**src/rtl/dsec_mem_con_if.sv**
```systemverilog
// DSEC-side request/data signals and SRAM bus of the burst memory controller.
// slave: the controller; master: the DSEC/SRAM side.
interface dsec_mem_con_if #(
  parameter int ADDR_W = 13,
  parameter int DATA_W = 8
);
  logic [ADDR_W-1:0] address;
  logic              w_rn;
  logic              go;
  logic              valid;
  logic [DATA_W-1:0] wr_data;
  logic [DATA_W-1:0] rd_data;
  logic              rd_valid;
  logic              busy;
  logic              done;
  logic              sram_ce;
  logic              sram_we;
  logic [ADDR_W-1:0] sram_addr;
  logic [DATA_W-1:0] sram_wdata;
  logic [DATA_W-1:0] sram_rdata;

  modport slave (
    input  address, w_rn, go, valid, wr_data, sram_rdata,
    output rd_data, rd_valid, busy, done, sram_ce, sram_we, sram_addr, sram_wdata
  );

  modport master (
    output address, w_rn, go, valid, wr_data, sram_rdata,
    input  rd_data, rd_valid, busy, done, sram_ce, sram_we, sram_addr, sram_wdata
  );
endinterface

```
**src/rtl/dsec_mem_con.sv**
```systemverilog
// Fixed-length burst controller between the DSEC test controller and a
// synchronous SRAM: stalled write bursts, pipelined read bursts with rd_valid.
module dsec_mem_con #(
  parameter int ADDR_W    = 13,
  parameter int DATA_W    = 8,
  parameter int BURST_LEN = 16,
  parameter int RD_LAT    = 1
) (
  input  logic           clk,
  input  logic           rst,
  dsec_mem_con_if.slave  bus
);

  localparam int CNT_W = $clog2(BURST_LEN + 1);
  localparam logic [CNT_W-1:0] LAST_CNT = CNT_W'(BURST_LEN - 1);

  typedef enum logic [2:0] {
    S_IDLE,
    S_WRITE,
    S_READ,
    S_DRAIN,
    S_DONE
  } state_t;

  state_t             r_state, w_state_nxt;
  logic [ADDR_W-1:0]  r_addr;
  logic [CNT_W-1:0]   r_cnt;
  logic [RD_LAT-1:0]  r_vld_pipe;

  logic w_load, w_wr, w_issue, w_busy, w_done, w_last, w_drain_empty;

  assign w_last = (r_cnt == LAST_CNT);
  // Once only the last stage may still hold a word, this is the final DRAIN cycle.
  assign w_drain_empty = ((r_vld_pipe << 1) == '0);

  always_comb begin
    w_state_nxt = r_state;
    w_load      = 1'b0;
    w_wr        = 1'b0;
    w_issue     = 1'b0;
    w_busy      = 1'b0;
    w_done      = 1'b0;
    case (r_state)
      S_IDLE: begin
        if (bus.go) begin
          w_load      = 1'b1;
          w_state_nxt = bus.w_rn ? S_WRITE : S_READ;
        end
      end
      S_WRITE: begin
        w_busy = 1'b1;
        w_wr   = bus.valid;
        if (bus.valid && w_last) w_state_nxt = S_DONE;
      end
      S_READ: begin
        w_busy  = 1'b1;
        w_issue = 1'b1;
        if (w_last) w_state_nxt = S_DRAIN;
      end
      S_DRAIN: begin
        w_busy = 1'b1;
        if (w_drain_empty) w_state_nxt = S_DONE;
      end
      S_DONE: begin
        w_done      = 1'b1;
        w_state_nxt = S_IDLE;
      end
      default: w_state_nxt = S_IDLE;
    endcase
  end

  always_ff @(posedge clk) begin
    if (rst) begin
      r_state    <= S_IDLE;
      r_addr     <= '0;
      r_cnt      <= '0;
      r_vld_pipe <= '0;
    end else begin
      r_state    <= w_state_nxt;
      r_vld_pipe <= (r_vld_pipe << 1) | RD_LAT'(w_issue);
      if (w_load) begin
        r_addr <= bus.address;
        r_cnt  <= '0;
      end else if (w_wr || w_issue) begin
        // Address wraps modulo 2**ADDR_W, so bursts may cross the top.
        r_addr <= r_addr + ADDR_W'(1);
        r_cnt  <= r_cnt + CNT_W'(1);
      end
    end
  end

  assign bus.sram_ce    = w_wr | w_issue;
  assign bus.sram_we    = w_wr;
  assign bus.sram_addr  = r_addr;
  assign bus.sram_wdata = (r_state == S_WRITE) ? bus.wr_data : '0;
  assign bus.rd_data    = bus.sram_rdata;
  assign bus.rd_valid   = r_vld_pipe[RD_LAT-1];
  assign bus.busy       = w_busy;
  assign bus.done       = w_done;

endmodule

```
**src/flat_wrapper.sv**
```systemverilog
// flat-port wrapper written by rule: the top's interface ports become plain ports
module dsec_mem_con_flat 
#(
  parameter int ADDR_W    = 13,
  parameter int DATA_W    = 8,
  parameter int BURST_LEN = 16,
  parameter int RD_LAT    = 1
)
  (clk, rst, bus_address, bus_w_rn, bus_go, bus_valid, bus_wr_data, bus_sram_rdata, bus_rd_data, bus_rd_valid, bus_busy, bus_done, bus_sram_ce, bus_sram_we, bus_sram_addr, bus_sram_wdata);
  dsec_mem_con_if #(.ADDR_W(ADDR_W), .DATA_W(DATA_W)) bus_i ();
  input  logic clk;
  input  logic rst;
  input wire logic [$bits(bus_i.address)-1:0] bus_address;
  input wire logic [$bits(bus_i.w_rn)-1:0] bus_w_rn;
  input wire logic [$bits(bus_i.go)-1:0] bus_go;
  input wire logic [$bits(bus_i.valid)-1:0] bus_valid;
  input wire logic [$bits(bus_i.wr_data)-1:0] bus_wr_data;
  input wire logic [$bits(bus_i.sram_rdata)-1:0] bus_sram_rdata;
  output wire logic [$bits(bus_i.rd_data)-1:0] bus_rd_data;
  output wire logic [$bits(bus_i.rd_valid)-1:0] bus_rd_valid;
  output wire logic [$bits(bus_i.busy)-1:0] bus_busy;
  output wire logic [$bits(bus_i.done)-1:0] bus_done;
  output wire logic [$bits(bus_i.sram_ce)-1:0] bus_sram_ce;
  output wire logic [$bits(bus_i.sram_we)-1:0] bus_sram_we;
  output wire logic [$bits(bus_i.sram_addr)-1:0] bus_sram_addr;
  output wire logic [$bits(bus_i.sram_wdata)-1:0] bus_sram_wdata;
  assign bus_i.address = bus_address;
  assign bus_i.w_rn = bus_w_rn;
  assign bus_i.go = bus_go;
  assign bus_i.valid = bus_valid;
  assign bus_i.wr_data = bus_wr_data;
  assign bus_i.sram_rdata = bus_sram_rdata;
  assign bus_rd_data = bus_i.rd_data;
  assign bus_rd_valid = bus_i.rd_valid;
  assign bus_busy = bus_i.busy;
  assign bus_done = bus_i.done;
  assign bus_sram_ce = bus_i.sram_ce;
  assign bus_sram_we = bus_i.sram_we;
  assign bus_sram_addr = bus_i.sram_addr;
  assign bus_sram_wdata = bus_i.sram_wdata;
  dsec_mem_con #(.ADDR_W(ADDR_W), .DATA_W(DATA_W), .BURST_LEN(BURST_LEN), .RD_LAT(RD_LAT)) u_core (.clk(clk), .rst(rst), .bus(bus_i));
endmodule
```
**config.mk**
```make
export PLATFORM = sky130hd
export DESIGN_NAME = dsec_mem_con_flat
export DESIGN_NICKNAME = d
export VERILOG_FILES = /design/src/rtl/dsec_mem_con_if.sv /design/src/rtl/dsec_mem_con.sv /design/src/flat_wrapper.sv
export SDC_FILE = /design/constraint.sdc
export NUM_CORES = 1
export LEC_CHECK = 0
export CORE_ASPECT_RATIO = 0.8
export CORE_UTILIZATION = 25
export DETAILED_ROUTE_END_ITERATION = 10
export GPL_TIMING_DRIVEN = 0
export PLACE_DENSITY = 0.65
export SLEW_MARGIN = 20
export SYNTH_ARGS = -nofsm -noshare
export SYNTH_HDL_FRONTEND = slang
export SYNTH_SLANG_ARGS = --single-unit
```
**constraint.sdc**
```tcl
create_clock -name clk -period 5.2 [get_ports clk]
set_input_delay 1.04 -clock clk [delete_from_list [all_inputs] [get_ports clk]]
set_output_delay 1.04 -clock clk [all_outputs]
set_load 0.05 [all_outputs]
```
=== After elaboration in Yosys (flattened, before gate mapping) ===
Index checks and enable logic that the tools add are counted.

* Flip-flop bits (word level): 22
* Bits of input ports: 34
* Output and inout port bits: 34
* Logic and storage cells: 36

* Equality and inequality tests: 8
* Bitwise logic cells: 1
* Multiplexer cells: 14
* Add/sub/neg operators: 2
* Reduce and logical (&&, ||, !) cells: 7

{| class="wikitable"
|+ Operators by type and width
! operator !! number
|-
| 13-bit two-way mux || 2
|-
| 13-bit by 1-bit adder with 13-bit output, second input constant || 1
|-
| 3-bit one-hot mux with 4 select lines || 1
|-
| 3-bit two-way mux || 3
|-
| 8-bit two-way mux || 1
|-
| 3-bit by 2-bit == test with 1-bit output, second input constant || 2
|-
| 1-bit two-way mux || 6
|-
| 5-bit by 1-bit adder with 5-bit output, second input constant || 1
|-
| 5-bit by 4-bit == test with 1-bit output, second input constant || 1
|-
| 2-bit by 1-bit inequality test with 1-bit output, second input constant || 2
|-
| 3-bit by 1-bit == test with 1-bit output, second input constant || 1
|-
| 3-bit == test, second input constant || 1
|-
| 3-bit logical NOT || 1
|-
| 3-bit AND reduction || 1
|-
| 3-bit OR reduction || 1
|-
| 2-bit two-way mux || 1
|-
| 2-bit inequality test, second input constant || 1
|-
| 2-bit nonzero test || 1
|-
| 2-bit OR reduction || 1
|-
| 1-bit logical AND || 1
|-
| 1-bit logical OR || 1
|-
| 1-bit OR || 1
|}

=== Depth between registers and ports, before layout ===
Gate-level depths: netlist (run 1).

* Depth after elaboration: 5
* Depth in mapped cells: 7
* Mapped depth without buffers: 7

=== Worst setup path after synthesis (run 1) ===
No wires, ideal clock.

* Path kind: in2out
* Start: input bus_valid
* End: output bus_sram_ce
* Stages on the path: 3
* Data required time: 4.160 ns
* Data arrival time: 2.019 ns
* Path buffers: 0
* Setup slack: 2.141 ns
* Cell sequence: and4bb_2 > nor2_2 > clkinv_1

* Cells in the longest elaborated chain, start to end: 2

{| class="wikitable"
|+ RTL lines
! what !! RTL line !! RTL
|-
| from (decl) || flat_wrapper.sv:16 || <nowiki>input wire logic [$bits(bus_i.valid)-1:0] bus_valid;</nowiki>
|-
| 1-bit two-way mux || dsec_mem_con.sv:43 || <nowiki>case (r_state)</nowiki>
|-
| 1-bit OR || dsec_mem_con.sv:92 || <nowiki>assign bus.sram_ce = w_wr | w_issue;</nowiki>
|-
| to (decl) || flat_wrapper.sv:23 || <nowiki>output wire logic [$bits(bus_i.sram_ce)-1:0] bus_sram_ce;</nowiki>
|}

No other way between the ends.

=== Worst setup path in the final report (run 1) ===
Same ends and word-level chain as after synthesis.

==> results of run 1 <==
## per-layer routing
layer | share of wire (%) | global-route usage (%)
met5 | 0 | 0
met4 | 0.71 | 2.59
met3 | 5.1 | 2.48
met2 | 43 | 19.3
met1 | 52 | 17.5
## sequential cells by signal, summed over array words and instances, names as in the netlist
register / count
u_core.r_state: 3
u_core.bus.sram_addr: 13
u_core.bus.rd_valid: 1
u_core.r_cnt: 5
## synth_stat cells (3+ instances only)
library cell / count
or4_1: 4
and3_1: 3
inv_1: 3
nor2_1: 20
a211oi_1: 5
and2_1: 9
nand2_1: 10
nand3_1: 5
buf_4: 10
ha_1: 3
o31ai_1: 3
buf_2: 3
a311oi_1: 7
or3_1: 5
xor2_1: 4
a21oi_1: 3
dfxtp_1: 22
o21ai_0: 11
## cell families after synthesis
kind of cell             Yosys count  share of synthesized area (%)
buffers and inverters             21                           10.2
XOR/XNOR                           6                           3.97
multiplexers                       1                          0.757
AO/OA/AOI/OAI                     37                           19.3
adder cells (fa/ha/maj)            3                           2.84
flip-flops                        22                           33.3
AND/OR/NAND/NOR                   69                           29.6
## cell usage in the layout (no fill, tap or decap), types with 4 or more instances in the layout
master,netlist,final
or3_1,5,5
or4_1,4,4
a311oi_1,7,7
clkbuf_8,0,4
and2_1,9,9
dfxtp_1,22,22
o21ai_0,11,11
xor2_1,4,4
buf_4,10,10
nor2_1,20,20
clkdlybuf4s50_1,0,59
nand3_1,5,5
a211oi_1,5,5
nand2_1,10,10
## where the power goes
group / switching [mW] / internal (mW) / leakage, nW
registers: 0.0306 / 0.198 / 0.181
logic: 0.236 / 0.146 / 0.548
clock network: 0.0546 / 0.0675 / 0.0288
## metrics by stage
step / hold WS [ps] / setup WS (ps) / cell area, sq um
after floorplan: 454 / 2140 / 1320
after global routing: 520 / 993 / 2050
after detailed placement: 470 / 1130 / 1990
final: 486 / 1120 / 2050
after global placement: 467 / 1110 / 1990
after CTS: 485 / 1110 / 2050
## worst paths after layout
kind / from / endpoint / slack [ps] / depth (start not counted)
min: u_core.r_cnt[1] / u_core.r_cnt[1] / 490 / 2
max reg2reg: u_core.r_cnt[0] / u_core.r_state[0] / 3410 / 7
min reg2reg: u_core.r_cnt[1] / u_core.r_cnt[1] / 490 / 2
max: bus_valid / bus_sram_ce / 1120 / 5
## area by class of cell
| type | instances | area, sq um |
|---|---|---|
| timing repair buffer | 59 | 591 |
| fill | 497 | 2990 |
| buffer | 17 | 120 |
| sequential | 22 | 440 |
| tap | 62 | 77.6 |
| inverter | 4 | 15.0 |
| multi-input combinational | 116 | 747 |
| clock buffer | 4 | 55.1 |
## tightest hold or removal path, cell delays in order (launching register included)
cell     delay (ps)
dfxtp_1         330
nand2_1          60
a21oi_1          50
==> out/qor.csv, run 1 <==
stage;metric;value;unit
run_status;outcome;complete, no violations;
timing;setup_viol;0;
worst_setup_path;worst-path-buf-inv;3;
timing;drv_slew;0;
worst_setup_path;critPathMaxFanout;7;
synthesis;syn_area;1320;sq um
synthesis;synth.distinct_cells;41;
power;powerDensity;358;nW/um^2
synthesis;netlist_instances;159;
die;start_util;26.3;%
finish;diodes;0;
finish;nets;260;
detailed_routing;drtPass1Iterations;4;
synthesis;synth_top_area_share;33.3;%
place;place_inst;280;
global_routing;antenna_found_initial;0;
detailed_routing;vias;1329;
synthesis;async_flop_share;0;%
worst_setup_path;end_kind;primary output;
clocking;htreeDepth;1;
timing;rsz0062_at_grt;no;
detailed_routing;ant_nets;0;
synthesis;synth_area_leaders;dfxtp_1, buf_4, nor2_1;
die;die_x;83.3;microns
worst_setup_path;cpMaxStageDelayCell;clkdlybuf4s50_1;
power;p_leak;0.758;nW
die;ios;68;
worst_setup_path;cp_cell_sequence;clkdlybuf4s50_1 -> and4bb_2 -> nor2_2 -> clkinv_1 -> clkdlybuf4s50_1;
die;rows;23;
detailed_routing;remaining_drc_errors;0;
place;dp_hpwl;2590;microns
clocking;post-cts-setup-buffers;0;
timing;hold_viol;0;
place;portBuffers;59;
global_routing;grt_first_pass_wirelength;5540;microns
detailed_routing;wirelength;3400;microns
synthesis;synth_seq_area_share;33.3;%
detailed_routing;dr.first_iter.drc_count;52;
clocking;holdBufCountCts;0;
detailed_routing;wl_per_cell;12.0;microns
worst_setup_path;critical_path_class;primary input to primary output;
synthesis;synth-main-ff-cell;dfxtp_1;
finish;stdcell_count;284;
power;irDropWorstVdd;0.186;mV
power;total_power;0.733;mW
global_routing;globalRouteTotalUtil;12.3;%
clocking;ctsResizeCount;0;
min_path;hold_path_class;flip-flop to flip-flop;
global_routing;grt_max_degree;13;
die;die_height;67.1;microns
synthesis;avgSynthCellArea;8.32;sq um
clocking;cts.sinks;22;
synthesis;synth_edf_count;0;
finish;syn_to_final_growth;54.7;%
worst_setup_path;critPathTopFamily;buffers and inverters;
timing;fin_skew;1.22;ps
clocking;cts.clk_slew.worst_paths;80;ps
timing;fmax;245;MHz
die;core-area;5040;sq um
finish;drive_above_1_share;10.4;%
synthesis;yosys_warnings;0;
timing;period_share;78.5;%
synthesis;ys_ff_latch;22;
timing;maxSlewHeadroom;58.3;%
finish;post-route-util;40.6;%
worst_setup_path;start_kind;primary input;
global_routing;overflow;0;
timing;worstMarginPinSlew;624;ps
place;routabilityCongestion;0.739;
clocking;cts_made_buffers;3;
detailed_routing;viasPerCell;4.68;
worst_setup_path;cpPeakStageDelay;770;ps
timing;min_period;4080;ps
synthesis;synth_fp_nets;196;
die;dieArea;5590;sq um
worst_setup_path;arrival;3040;ps
clocking;clock_tree.buffer_depth;2;
clocking;cts_tree;done;
synthesis;yosysTopAreaCell;dfxtp_1;
worst_setup_path;cp.required;4160;ps
flow_run;timing.max_cap.violations;0;
clocking;clockRootBuffer;clkbuf_8;
clocking;clk_latency;260;ps
global_routing;grt_pass1_vias;1146;
timing;finalSetupTns;0;ps
worst_setup_path;path_common_cell;clkdlybuf4s50_1;
(Power assumes the default switching activity.)
==> run 2: changes to the inputs <==
--- a/config.mk
+++ b/config.mk
@@ -9,7 +9,7 @@
 export CORE_UTILIZATION = 25
 export DETAILED_ROUTE_END_ITERATION = 10
 export GPL_TIMING_DRIVEN = 0
-export PLACE_DENSITY = 0.65
+export PLACE_DENSITY = 0.67
 export SLEW_MARGIN = 20
 export SYNTH_ARGS = -nofsm -noshare
 export SYNTH_HDL_FRONTEND = slang
==> constraint.sdc (replaced) <==
create_clock -name clk -period 3.29 [get_ports clk]
set_input_delay 0.658 -clock clk [delete_from_list [all_inputs] [get_ports clk]]
set_output_delay 0.658 -clock clk [all_outputs]
set_load 0.05 [all_outputs]
==> run 2 against run 1 <==
Non-clock buffer count is the same. Core utilization grew 0.15 points. Count of clock-buffer cells in the layout is the same. Combinational power increased by 58%. Wire length increased by 2.4%. Highest routed layer unchanged.
==> out/qor.csv, run 2 (same netlist as run 1, synthesis figures left out) <==
stage;metric;value;unit;change
die;dieArea;5590;sq um;unchanged
detailed_routing;viasPerCell;4.77;;+1.9%
die;rows;23;;unchanged
timing;period_share;91.0;%;
timing;maxSlewHeadroom;65.3;%;+7.0 points
clocking;cts.clk_slew.worst_paths;80;ps;about the same
detailed_routing;vias;1354;;+1.9%
detailed_routing;ant_nets;0;;unchanged
global_routing;overflow;0;;unchanged
global_routing;grt_pass1_vias;1159;;+1.1%
worst_setup_path;start_kind;primary input;;
finish;syn_to_final_growth;55.3;%;
power;power.net_switching;0.513;mW;+60%
power;irDropWorstVdd;0.281;mV;+51%
power;switching_share;44.0;%;+0.21 points
min_path;min_from;u_core.r_cnt[1];;
finish;largest_reg_flops;13;;unchanged
timing;rsz0062_at_grt;no;;
timing;min_period;2990;ps;
finish;post-route-util;40.8;%;+0.15 points
clocking;cts_tree;done;;
power;intPower;0.652;mW;+58%
clocking;cts.sinks;22;;unchanged
clocking;clockRootBuffer;clkbuf_8;;
die;ios;68;;unchanged
die;die_x;83.3;microns;unchanged
finish;nets;260;;unchanged
worst_setup_path;r2r-start;u_core.r_cnt[0];;
timing;setup_slack;296;ps;-824 ps
detailed_routing;wirelength;3480;microns;+2.4%
timing;setup_viol;0;;unchanged
run_status;outcome;complete, no violations;;
die;start_util;26.3;%;unchanged
power;p_leak;0.775;nW;+2.3%
detailed_routing;dr.first_iter.drc_count;63;;+21%
clocking;cts_made_buffers;3;;unchanged
flow_run;timing.max_cap.violations;0;;unchanged
detailed_routing;remaining_drc_errors;0;;unchanged
finish;fillerInstances;508;;+2.2%
finish;final_common_cell;clkdlybuf4s50_1;;
place;dp_hpwl;2670;microns;+2.8%
global_routing;grt_first_pass_wirelength;5530;microns;-0.25%
clocking;clk_latency;270;ps;about the same
timing;fin_skew;2.45;ps;+1.24 ps
power;powerDensity;567;nW/um^2;+58%
place;place_ws;15.3;ps;-1110 ps
finish;drive_above_1_share;10.8;%;+0.45 points
worst_setup_path;critical_path_class;primary input to primary output;;
place;portBuffers;59;;unchanged
worst_setup_path;end_kind;primary output;;
die;core-area;5040;sq um;unchanged
timing;hold_viol;0;;unchanged
detailed_routing;drtPass1Iterations;4;;unchanged
die;die_height;67.1;microns;unchanged
global_routing;grt_max_degree;13;;unchanged
power;combPwrFrac;51.9;%;-0.2 points
timing;worstMarginPinSlew;520;ps;-104 ps
worst_setup_path;arrival;2340;ps;-700 ps
power;total_power;1.16;mW;+59%
timing;fmax;334;MHz;
worst_setup_path;critPathMaxFanout;6;;-1
finish;diodes;0;;unchanged
power;p_seq_share;31.3;%;about the same
clocking;clock_tree.buffer_depth;2;;unchanged
timing;drv_slew;0;;unchanged
worst_setup_path;cp.required;2630;ps;-1530 ps
global_routing;antenna_found_initial;0;;unchanged
detailed_routing;wl_per_cell;12.3;microns;+2.4%
min_path;hold_path_class;flip-flop to flip-flop;;
place;routabilityCongestion;0.779;;+5.4%
global_routing;globalRouteTotalUtil;12.4;%;+0.10 points
finish;layout_common_cells;clkdlybuf4s50_1, dfxtp_1, nor2_1;;
worst_setup_path;crit_path_start;bus_valid;;
clocking;htreeDepth;1;;unchanged
clocking;holdBufCountCts;0;;unchanged
power;clockPowerShare;16.9;%;+0.2 points
run 2: area by class of cell:
class | instances | area [sq um] | share of cell area, %
clock buffers | 4 | 55.1 | 2.68
multi-input cells | 116 | 752 | 36.6
plain buffers | 17 | 120 | 5.85
well taps | 62 | 77.6 | 3.78
flip-flops and latches | 22 | 440 | 21.5
repair buffers | 59 | 593 | 28.9
inverters | 4 | 15.0 | 0.731
run 2: metal layers:
layer | track usage (%) | routed length (microns) | share of wire, % | up-vias
met5 | 0 | 0 | 0 | -
met4 | 3.88 | 41 | 1.2 | 0
li1 | - | - | - | 694
met3 | 2.73 | 137 | 3.9 | 5
met1 | 17.1 | 1730 | 50 | 626
met2 | 19.4 | 1570 | 45 | 29
run 2: worst paths after layout:
check | depth (start not counted) | endpoint | slack, ps
max | 3 | bus_sram_we | 300
min | 2 | u_core.r_cnt[1] | 480
max reg2reg | 7 | u_core.r_state[0] | 1510
min reg2reg | 2 | u_core.r_cnt[1] | 480
run 2: metrics by stage:
stage	setup TNS, ps	cell area, sq um	instances	hold WS, ps
floorplan	0	1320	159	454
global placement	-19.7	1990	280	468
detailed placement	0	1990	280	470
CTS	0	2050	284	481
global route	0	2050	284	517
finish	0	2050	284	483
run 2: worst max-delay path: stages:
cell	delay [ps]
clkdlybuf4s50_1	500
and4bb_2	340
clkdlybuf4s50_1	830
run 2: power groups by stage:
stage | combinational [mW] | sequential (mW) | clock [mW]
after floorplan | 0.300 | 0.477 | 0
after global placement | 0.604 | 0.368 | 0
after detailed placement | 0.606 | 0.369 | 0
after CTS | 0.607 | 0.364 | 0.201
after global routing | 0.644 | 0.373 | 0.213
final | 0.604 | 0.364 | 0.196
run 2: what timing repair did:
item	in CTS	in global routing
resized for setup	0	2
endpoints found under the hold margin	0	0
setup buffers	0	0
endpoints found under the setup margin	0	2
==> run 3: changes to the inputs <==
--- a/config.mk
+++ b/config.mk
@@ -7,10 +7,11 @@
 export LEC_CHECK = 0
 export CORE_ASPECT_RATIO = 0.8
 export CORE_UTILIZATION = 25
+export CTS_CLUSTER_DIAMETER = 100
 export DETAILED_ROUTE_END_ITERATION = 10
+export DONT_BUFFER_PORTS = 1
 export GPL_TIMING_DRIVEN = 0
-export PLACE_DENSITY = 0.67
-export SLEW_MARGIN = 20
+export PLACE_DENSITY = 0.5
 export SYNTH_ARGS = -nofsm -noshare
 export SYNTH_HDL_FRONTEND = slang
 export SYNTH_SLANG_ARGS = --single-unit
==> run 3 against run 2 <==
Worst hold slack worse by 0.56 ps. Largest power group is now sequential cells. Sequential share of layout area up 8.8 points. Largest cell class unchanged. Clock skew about the same. Clock power about the same.
==> out/qor.csv, run 3 (same netlist as run 1, synthesis figures left out) <==
stage;metric;value;unit;change
global_routing;overflow;0;;unchanged
worst_setup_path;critPathMaxFanout;10;;+4
place;portBuffers;0;;-100%
finish;syn_to_final_growth;10.0;%;
global_routing;antenna_found_initial;0;;unchanged
die;die_height;67.1;microns;unchanged
finish;area.sequential;440;sq um;unchanged
clocking;clockRootBuffer;clkbuf_8;;
power;switching_share;48.4;%;+4.3 points
finish;diodes;0;;unchanged
die;rows;23;;unchanged
worst_setup_path;end_kind;primary output;;
timing;maxSlewHeadroom;41.9;%;-23 points
flow_run;timing.max_cap.violations;0;;unchanged
detailed_routing;wl_per_cell;14.7;microns;+20%
timing;finalSetupTns;0;ps;unchanged
finish;post-route-util;28.9;%;-12 points
power;powerDensity;709;nW/um^2;+25%
global_routing;grt_max_degree;13;;unchanged
detailed_routing;viasPerCell;4.95;;+3.8%
die;ios;68;;unchanged
timing;rsz0062_at_grt;no;;
finish;nets;201;;-23%
clocking;cts.clk_slew.worst_paths;80;ps;about the same
timing;drv_slew;0;;unchanged
global_routing;globalRouteTotalUtil;12.2;%;-0.29 points
finish;fillerInstances;548;;+7.9%
timing;worstMarginPinSlew;868;ps;+348 ps
global_routing;grt_pass1_vias;1082;;-6.6%
clocking;clock_tree.buffer_depth;2;;unchanged
clocking;htreeDepth;1;;unchanged
worst_setup_path;arrival;1890;ps;-450 ps
min_path;hold_path_class;flip-flop to flip-flop;;
power;combPwrFrac;33.5;%;-18 points
finish;multiInputGateArea;747;sq um;-0.67%
place;dp_hpwl;2410;microns;-9.6%
timing;min_period;2540;ps;-450 ps
finish;largest_reg_flops;13;;unchanged
clocking;cts_tree;done;;
run_status;outcome;complete, no violations;;
power;irDropWorstVdd;0.285;mV;+1.4%
timing;fin_skew;2.85;ps;+0.395 ps
worst_setup_path;critical_path_class;flip-flop to primary output;;
clocking;holdBufCountCts;0;;unchanged
die;die_x;83.3;microns;unchanged
clocking;post-cts-setup-buffers;0;;unchanged
timing;hold_viol;0;;unchanged
die;core-area;5040;sq um;unchanged
detailed_routing;drtPass1Iterations;4;;unchanged
power;clockPowerShare;19.2;%;+2.3 points
detailed_routing;ant_nets;0;;unchanged
clocking;ctsResizeCount;0;;unchanged
clocking;cts_made_buffers;3;;unchanged
die;dieArea;5590;sq um;unchanged
power;intPower;0.532;mW;-18%
timing;fmax;393;MHz;+18%
power;p_seq_share;47.2;%;+16 points
detailed_routing;remaining_drc_errors;0;;unchanged
timing;period_share;77.3;%;-14 points
detailed_routing;vias;1113;;-18%
worst_setup_path;r2r_setup_slack;1120;ps;-390 ps
power;p_leak;0.537;nW;-31%
detailed_routing;wirelength;3300;microns;-5.2%
finish;drive_above_1_share;14.1;%;+3.3 points
worst_setup_path;cp.required;2630;ps;about the same
finish;layout_common_cells;dfxtp_1, nor2_1, o21ai_0;;
worst_setup_path;start_kind;flip-flop;;
power;power.net_switching;0.499;mW;-2.7%
global_routing;grt_first_pass_wirelength;5400;microns;-2.2%
timing;setup_viol;0;;unchanged
clocking;clk_latency;260;ps;about the same
finish;final_common_cell;dfxtp_1;;
clocking;cts.sinks;22;;unchanged
detailed_routing;dr.first_iter.drc_count;60;;-4.8%
place;routabilityCongestion;0.675;;-13%
die;start_util;26.3;%;unchanged
==> run 3: cell count changes in the layout (fill, tap and decap cells not counted) <==
cell	delta
nor3b_1	+1
dlymetal6s2s_1	-1
nor3b_2	-1
clkdlybuf4s50_1	-58
==> run 3: area by class of cell <==
cell class                      count  share of cell area (%)
Clock buffer                        4                    3.78
Sequential cell                    22                    30.3
Inverter                            4                    1.03
Tap cell                           62                    5.33
Multi-Input combinational cell    116                    51.3
Buffer                             17                    8.25
==> run 3: final timing paths <==
check                                   to  cells after the start               startpoint
setup reg to reg  u_core.bus.sram_addr[12]                      4  u_core.bus.sram_addr[4]
setup / recovery         bus_sram_wdata[7]                      3        u_core.r_state[0]
hold / removal             u_core.r_cnt[1]                      2          u_core.r_cnt[1]
hold reg to reg            u_core.r_cnt[1]                      2          u_core.r_cnt[1]
==> run 3: per-layer routing <==
metal  track usage, %  up-vias  routed length [microns]
met3             3.72        4                      211
met1             17.5      506                     1740
met2             17.7       29                     1330
li1                 -      574                        -
met4             2.16        0                       17
met5                0        -                        0
==> run 3: critical path: stages (launching register included) <==
cell and delay [ps]:
dfxtp_1 390, buf_2 220, nor3b_1 490, and2_1 530
==> run 3: power by group through the flow <==
stage	Combinational, mW	Sequential, mW	Clock (mW)
finish	0.346	0.487	0.198
global route	0.382	0.498	0.218
CTS	0.349	0.488	0.206
detailed placement	0.347	0.494	0
global placement	0.348	0.493	0
floorplan	0.300	0.477	0
==> run 3: metrics by stage <==
| stage | hold WS, ps | cell area, sq um | worst slack [ps] | total power, mW | cells |
|---|---|---|---|---|---|
| floorplan | 454 | 1320 | 995 | 0.777 | 159 |
| global placement | 468 | 1400 | 844 | 0.841 | 221 |
| detailed placement | 470 | 1400 | 834 | 0.841 | 221 |
| CTS | 482 | 1460 | 703 | 1.04 | 225 |
| global route | 523 | 1460 | 533 | 1.10 | 225 |
| finish | 482 | 1460 | 746 | 1.03 | 225 |
